$ cat src/rtl/rf_arbiter.sv
// Sequencer/arbiter in front of a 32x32 register file: post-reset clear, core/debug
// arbitration with a starvation guard, and same-transaction write-to-read bypass.
module rf_arbiter #(
  parameter int unsigned DW          = 32,
  parameter int unsigned AW          = 5,
  parameter int unsigned INIT_CYCLES = 2,
  parameter int unsigned MAX_WAIT    = 4
) (
  input  logic          clk,
  input  logic          rst,
  input  logic          core_req,
  input  logic          core_we,
  input  logic [AW-1:0] core_rs_add,
  input  logic [AW-1:0] core_rt_add,
  input  logic [AW-1:0] core_rd_add,
  input  logic [DW-1:0] core_rd_data,
  output logic          core_gnt,
  output logic          core_rvalid,
  input  logic          dbg_req,
  input  logic          dbg_we,
  input  logic [AW-1:0] dbg_rs_add,
  input  logic [AW-1:0] dbg_rt_add,
  input  logic [AW-1:0] dbg_rd_add,
  input  logic [DW-1:0] dbg_rd_data,
  output logic          dbg_gnt,
  output logic          dbg_rvalid,
  output logic [DW-1:0] rs_data,
  output logic [DW-1:0] rt_data,
  output logic          ready,
  output logic          rf_rst,
  output logic          rf_we,
  output logic [AW-1:0] rf_rs_add,
  output logic [AW-1:0] rf_rt_add,
  output logic [AW-1:0] rf_rd_add,
  output logic [DW-1:0] rf_rd_data,
  input  logic [DW-1:0] rf_rs_data,
  input  logic [DW-1:0] rf_rt_data
);

  localparam int unsigned ICW = $clog2(INIT_CYCLES + 1);
  localparam int unsigned WCW = $clog2(MAX_WAIT + 1);
  localparam logic [ICW-1:0] INIT_LAST = ICW'(INIT_CYCLES);
  localparam logic [WCW-1:0] WAIT_SAT  = WCW'(MAX_WAIT);

  typedef enum logic {
    ST_INIT,
    ST_RUN
  } state_t;

  state_t         state, state_nxt;
  logic [ICW-1:0] init_cnt, init_cnt_nxt;
  logic [WCW-1:0] wait_cnt;
  logic           dbg_forced;
  logic           byp_rs, byp_rt;

  logic           core_pend, dbg_pend;
  logic           byp_rs_q, byp_rt_q;
  logic [DW-1:0]  wdata_q;
  logic [DW-1:0]  rs_hold, rt_hold;
  logic           ret_v;
  logic [DW-1:0]  rs_ret, rt_ret;

  always_ff @(posedge clk or negedge rst) begin
    if (!rst) begin
      state    <= ST_INIT;
      init_cnt <= '0;
    end else begin
      state    <= state_nxt;
      init_cnt <= init_cnt_nxt;
    end
  end

  // Clear stays asserted until the edge after INIT_CYCLES counted edges.
  always_comb begin
    state_nxt    = state;
    init_cnt_nxt = init_cnt;
    rf_rst       = 1'b0;
    ready        = 1'b0;
    case (state)
      ST_INIT: begin
        rf_rst = 1'b1;
        if (init_cnt == INIT_LAST) begin
          state_nxt = ST_RUN;
        end else begin
          init_cnt_nxt = init_cnt + 1'b1;
        end
      end
      ST_RUN: begin
        ready = 1'b1;
      end
      default: begin
        state_nxt = ST_INIT;
      end
    endcase
  end

  always_comb begin
    dbg_forced = ready && dbg_req && (wait_cnt == WAIT_SAT);
    core_gnt   = ready && core_req && !dbg_forced;
    dbg_gnt    = ready && dbg_req && !core_gnt;
  end

  always_ff @(posedge clk or negedge rst) begin
    if (!rst) begin
      wait_cnt <= '0;
    end else if (ready) begin
      if (!dbg_req || dbg_gnt) begin
        wait_cnt <= '0;
      end else if (wait_cnt != WAIT_SAT) begin
        wait_cnt <= wait_cnt + 1'b1;
      end
    end
  end

  always_comb begin
    rf_we      = 1'b0;
    rf_rs_add  = '0;
    rf_rt_add  = '0;
    rf_rd_add  = '0;
    rf_rd_data = '0;
    if (core_gnt) begin
      rf_we      = core_we;
      rf_rs_add  = core_rs_add;
      rf_rt_add  = core_rt_add;
      rf_rd_add  = core_rd_add;
      rf_rd_data = core_rd_data;
    end else if (dbg_gnt) begin
      rf_we      = dbg_we;
      rf_rs_add  = dbg_rs_add;
      rf_rt_add  = dbg_rt_add;
      rf_rd_add  = dbg_rd_add;
      rf_rd_data = dbg_rd_data;
    end
  end

  // The register file returns pre-write data on a same-edge read; r0 is never bypassed.
  always_comb begin
    byp_rs = rf_we && (rf_rd_add != '0) && (rf_rd_add == rf_rs_add);
    byp_rt = rf_we && (rf_rd_add != '0) && (rf_rd_add == rf_rt_add);
  end

  always_ff @(posedge clk or negedge rst) begin
    if (!rst) begin
      core_pend <= 1'b0;
      dbg_pend  <= 1'b0;
      byp_rs_q  <= 1'b0;
      byp_rt_q  <= 1'b0;
      wdata_q   <= '0;
      rs_hold   <= '0;
      rt_hold   <= '0;
    end else begin
      core_pend <= core_gnt;
      dbg_pend  <= dbg_gnt;
      byp_rs_q  <= byp_rs;
      byp_rt_q  <= byp_rt;
      wdata_q   <= rf_rd_data;
      if (ret_v) begin
        rs_hold <= rs_ret;
        rt_hold <= rt_ret;
      end
    end
  end

  // Read data arrives combinationally in the return cycle, then is held.
  always_comb begin
    ret_v       = core_pend || dbg_pend;
    rs_ret      = byp_rs_q ? wdata_q : rf_rs_data;
    rt_ret      = byp_rt_q ? wdata_q : rf_rt_data;
    rs_data     = ret_v ? rs_ret : rs_hold;
    rt_data     = ret_v ? rt_ret : rt_hold;
    core_rvalid = core_pend;
    dbg_rvalid  = dbg_pend;
  end

endmodule

$ cat config.mk
export PLATFORM = sky130hd
export DESIGN_NAME = rf_arbiter
export DESIGN_NICKNAME = d
export VERILOG_FILES = /design/src/rtl/rf_arbiter.sv
export SDC_FILE = /design/constraint.sdc
export NUM_CORES = 1
export LEC_CHECK = 0
export BUFFER_PORTS_ARGS = -buffer_cell sky130_fd_sc_hd__buf_2
export CORE_ASPECT_RATIO = 1.2
export CORE_MARGIN = 8
export CORE_UTILIZATION = 42
export DETAILED_ROUTE_END_ITERATION = 10
export GPL_TIMING_DRIVEN = 0
export HOLD_SLACK_MARGIN = 0.1
export PLACE_DENSITY = 0.77
export SYNTH_ARGS = -nofsm -noshare
export SYNTH_HDL_FRONTEND = slang
export SYNTH_SLANG_ARGS = --single-unit
$ cat constraint.sdc
create_clock -name clk -period 3 [get_ports clk]
set_clock_uncertainty 0.1 [all_clocks]
set_input_delay 0.6 -clock clk [delete_from_list [all_inputs] [get_ports clk]]
set_output_delay 0.6 -clock clk [all_outputs]
set_load 0.02 [all_outputs]
Word level (Yosys, flattened, before mapping)
Index checks and enable logic that the tools add are counted.
W data, S select, Z words.
{ "op_classes": {"reduce_logical": 17, "eq_ne": 5, "bitwise_logic": 2, "add_sub_neg": 2, "mux": 20} }
{ "op_table": {"columns": ["op", "count"], "rows": [
  ["$mux W32", 6],
  ["$mux W5", 6],
  ["$eq A5 B5 Y1", 2],
  ["$logic_and A1 B1 Y1", 8],
  ["$mux W1", 6],
  ["$mux W3", 2],
  ["$reduce_bool A5 Y1", 1],
  ["$reduce_and A2 Y1", 2],
  ["$add A3 B1 Y3 const B", 1],
  ["$eq A3 B3 Y1 const B", 1],
  ["$logic_not A1 Y1", 3],
  ["$ne A3 B3 Y1 const B", 1],
  ["$add A2 B1 Y2 const B", 1],
  ["$eq A2 B2 Y1 const B", 1],
  ["$logic_or A1 B1 Y1", 2],
  ["$not A1 Y1", 2],
  ["$reduce_bool A2 Y1", 1]
]} }
{ "word_totals": {"in_bits": 164, "word_cells": 56, "output_inout_bits": 118, "register_bits": 106} }

Longest topological paths before layout
{ "logic_depth": {"depth_word": 12, "ltp_mapped": 10, "ltp_nobuf": 8} }

Worst setup path after synthesis
No wires, ideal clock.
{ "synth_timing": {"kind": "register to output", "startpoint": "reg wait_cnt[0]", "endpoint": "out rf_rd_data[26]", "setup_slack_ps": 416, "arrival_ps": 1884, "path_stages_with_launch": 9, "path_buffers": 3, "required_ps": 2300, "path_cell_list": "dfrtp_1 inv_1 ha_1 nand3_2 and3_4 buf_8 buf_8 clkbuf_1 a22o_1"} }
{ "synth_between": {"elab_chain_len": 8} }
{ "synth_rtl": {"columns": ["element", "line_no", "source"], "rows": [
  ["from (decl)", "52", "logic [WCW-1:0] wait_cnt;"],
  ["from (signal assigned)", "110", "wait_cnt <= wait_cnt + 1'b1;"],
  ["$eq A3 B3 Y1 (*)", "98", "dbg_forced = ready && dbg_req && (wait_cnt == WAIT_SAT);"],
  ["$logic_and A1 B1 Y1 (*)", "98", null],
  ["$logic_not A1 Y1 (*)", "99", "core_gnt = ready && core_req && !dbg_forced;"],
  ["$logic_and A1 B1 Y1 (*)", "99", null],
  ["net core_gnt", "17", "output logic core_gnt,"],
  ["$logic_not A1 Y1", "100", "dbg_gnt = ready && dbg_req && !core_gnt;"],
  ["$logic_and A1 B1 Y1", "100", null],
  ["$mux W32", "127", "end else if (dbg_gnt) begin"],
  ["$mux W32 (*)", "121", "if (core_gnt) begin"],
  ["to (decl)", "35", "output logic [DW-1:0] rf_rd_data,"]
]} }
The timed path passes the listed nets; every way through them passes the cells marked *.

Worst setup path in the final report
{ "layout_timing": {"startpoint": "reg wait_cnt[0]", "endpoint": "out rf_rd_data[10]"} }
{ "layout_between": {"elab_chain_len": 8} }
{ "layout_rtl": {"columns": ["element", "line_no"], "rows": [
  ["$eq A3 B3 Y1 (*)", "98"],
  ["$logic_and A1 B1 Y1 (*)", "98"],
  ["$logic_not A1 Y1 (*)", "99"],
  ["$logic_and A1 B1 Y1 (*)", "99"],
  ["$logic_not A1 Y1", "100"],
  ["$logic_and A1 B1 Y1", "100"],
  ["$mux W32", "127"],
  ["$mux W32 (*)", "121"]
]} }
Every way passes the cells marked *; elsewhere a longest branch is shown, timed or not.

==> metrics <==
status=finished, final reports clean; Max Freq=roughly 340 MHz; crit-path most repeated cell=buf_6; post-synth cell types=36; Routed Antenna Nets=0; 1st-iter DRT viols=~190; vias per cell=roughly 5.2; EDFF count, synth=0; Placement Rows=43; Wirelength per Cell=between 20 and 25 um; Reg-to-Reg Start=wait_cnt[0]; Peak VDD IR=roughly 0.26 mV; clk slew on worst S/H paths=0.07 ns; Syn-to-layout area delta=41.9%; RSZ-0062 raised after global routing=no; Mapped Area=about 4900 sq um; clk_lat worst skew=between 0.3 and 0.4 ns; share of cells above drive strength 1=0.465; Placer Congestion=0.865; WL final=roughly 18 mm; crit path time final=roughly 2.9 ns; global-route usage over all layers=0.232; Cells after Synth=441; Int Pwr=2.71 mW; hpwl dp=14.4 mm; # clock sinks=between 100 and 150; Final Hold Fails=0; Die Ht=135 um; core area=approximately 12000 sq um; starting density of the core=0.428; total grt overflow=0; DR DRC count=0; crit end category=output port; root buf cell=clkbuf_16; Slew @ Worst Pin=~0.65 ns; most frequent cells in the layout=buf_2, dfrtp_1, nor2_1, a21oi_1, mux2i_1; via count=about 4700; WL met1=between 6 and 7 mm; R2R depth=9; Crit path arrival time=~2.2 ns; PortBufs=roughly 280; post-synthesis sequential area ratio=0.538; Worst path slowest cell=dfrtp_1; first drt pass iteration count=4; Nets=about 900; startpoint types=flip-flop; worst-path fanout max=10; Mapped Nets=between 600 and 700; largest net degree at the start of global routing=between 50 and 60; area leader, netlist=dfrtp_1; clock network power share=0.342; fill cell count=roughly 1000; worst path bufs/invs=5; Switch Pwr=between 1 and 1.5 mW; uppermost layer routed=met4; Pwr Total=3.84 mW; ANT cells=0; final setup fails=0; Die ar.=15500 sq um; vias in the first global route=5365; Synth Register Bits=around 110; Critical path origin=wait_cnt[0]; post-place setup slack=-0.00763 ns; CP top delay family=buffers and inverters; Area contributors post-synth=dfrtp_1, mux2i_1, a22o_1; top cell type's share of synthesized area=0.538; Max Slew Vio Count=0; Synth warnings=0; Crit Path Category=reg -> out; R2R Setup Slk=0.95 ns; FF/Latch Area=~2700 sq um; critical path required time=about 2.3 ns; clk buf depth=2; crit-path max cell delay=~0.4 ns; max-cap violations=0; reg2reg end=byp_rt_q; fraction of registers with async set/reset=1.00; met3 wire len=between 1 and 1.5 mm; setup ws final=approximately 0.087 ns; H-tree depth=3; Net Sw Frac=0.294; Die Wd=around 110 um; Sequential Power Share=0.419; P_leak=roughly 3.4 nW; Final period util=0.971; most common library cell in the layout ignoring fill and taps=buf_2; Power Dens Cells=about 550 nW/um^2; area of the multi-input gates=between 2000 and 2500 sq um; Primary FF master, synth=dfrtp_1; type of the tightest min-delay check=in -> async; critical-path cell list=inv_2 > ha_4 > a21boi_4 > nor2_8 > buf_6 > buf_6 > buf_4 > a22o_1 > buf_2; Syn Area/Cell=about 11 sq um; CTS Buf Count=9; met2 wire len=slightly above 9 mm; Util after Layout=0.608; CTS tree=built; global-route wire length before repair=27.8 mm; combinational fraction of design power=0.239; Ports=282; initial antenna violation count=0; worst rel slew slack=0.564
[kinds of logic after synthesis]
family	count (synthesis)	share of synthesized area
AND/OR/NAND/NOR	86	0.0804
buffers and inverters	43	0.0439
multiplexers	65	0.132
AO/OA/AOI/OAI	126	0.177
flip-flops	106	0.538
XOR/XNOR	12	0.0213
adder cells (fa/ha/maj)	3	0.00761
[registers in the layout, indices dropped and copies added (netlist names)]
| name | flops |
|---|---|
| rs_hold | 32 |
| rt_hold | 32 |
| wdata_q | 32 |
| wait_cnt | 3 |
| init_cnt | 2 |
| byp_rs_q | 1 |
| byp_rt_q | 1 |
| core_rvalid | 1 |
| dbg_rvalid | 1 |
| state | 1 |
[timing repair]
item / CTS / global route
endpoints found under the setup margin: 33 / 73
hold buffers: 0 / 0
resized for setup: 16 / 24
setup buffers: 1 / 2
pin swaps: 1 / 4
[area by class of cell]
class | count | area share
timing repair buffer | 285 | 0.209
inverter | 8 | 0.00429
buffer | 34 | 0.0320
tap | 157 | 0.0281
multi-input combinational | 292 | 0.300
clock inverter | 5 | 0.0150
sequential | 106 | 0.379
clock buffer | 9 | 0.0322
[per-layer routing]
layer  vias to the layer above  GRT usage
met4                         0      0.121
li1                       2156          -
met3                        43     0.0670
met5                         -          0
met1                      2232      0.247
met2                       232      0.407
[cells in the mapped netlist, types with 3 or more instances]
master and n:
a22o_1 44, o21ai_0 7, clkbuf_1 19, nor2_1 65, a22oi_4 3, ha_1 3
mux2i_1 64, xnor2_1 6, buf_2 11, dfrtp_1 106, nand2_1 7, a21oi_1 65
xor2_1 6, inv_1 8
[worst max-delay path by stage]
stage               slack, ns             end  cells after the start
CTS                    -0.004  rf_rd_data[17]                     10
detailed placement     -0.008  rf_rd_data[17]                      8
global route            0.001  rf_rd_data[11]                      9
floorplan                0.42  rf_rd_data[26]                      8
finish                   0.09  rf_rd_data[10]                      9
global placement         0.04  rf_rd_data[17]                      8
[power groups by stage]
| stage | Sequential, mW | Combinational (mW) | Clock, mW |
|---|---|---|---|
| after floorplan | 1.62 | 0.501 | 0 |
| after global placement | 1.63 | 0.875 | 0 |
| after detailed placement | 1.64 | 0.899 | 0 |
| after CTS | 1.61 | 0.914 | 1.33 |
| after global routing | 1.62 | 0.986 | 1.39 |
| final | 1.61 | 0.916 | 1.31 |
[through the flow]
| stage | std cells | hold WS (ns) | setup TNS, ns | area, sq um |
|---|---|---|---|---|
| final | 896 | 0.178 | 0 | 7000 |
| after global routing | 896 | 0.219 | 0 | 7000 |
| after CTS | 895 | 0.198 | -0.00430 | 6960 |
| after detailed placement | 880 | 0.371 | -0.00763 | 6570 |
| after global placement | 879 | 0.363 | 0 | 6540 |
| after floorplan | 441 | 0.204 | 0 | 4930 |
[worst reg2reg max path, stage by stage (launching register included)]
cell,delay (ns)
dfrtp_1,0.41
inv_2,0.10
ha_4,0.16
nand3_2,0.08
and3_4,0.19
buf_8,0.16
a22oi_2,0.31
nand4_1,0.15
o21ai_2,0.20
nor4b_2,0.08
(Power assumes the default switching activity.)
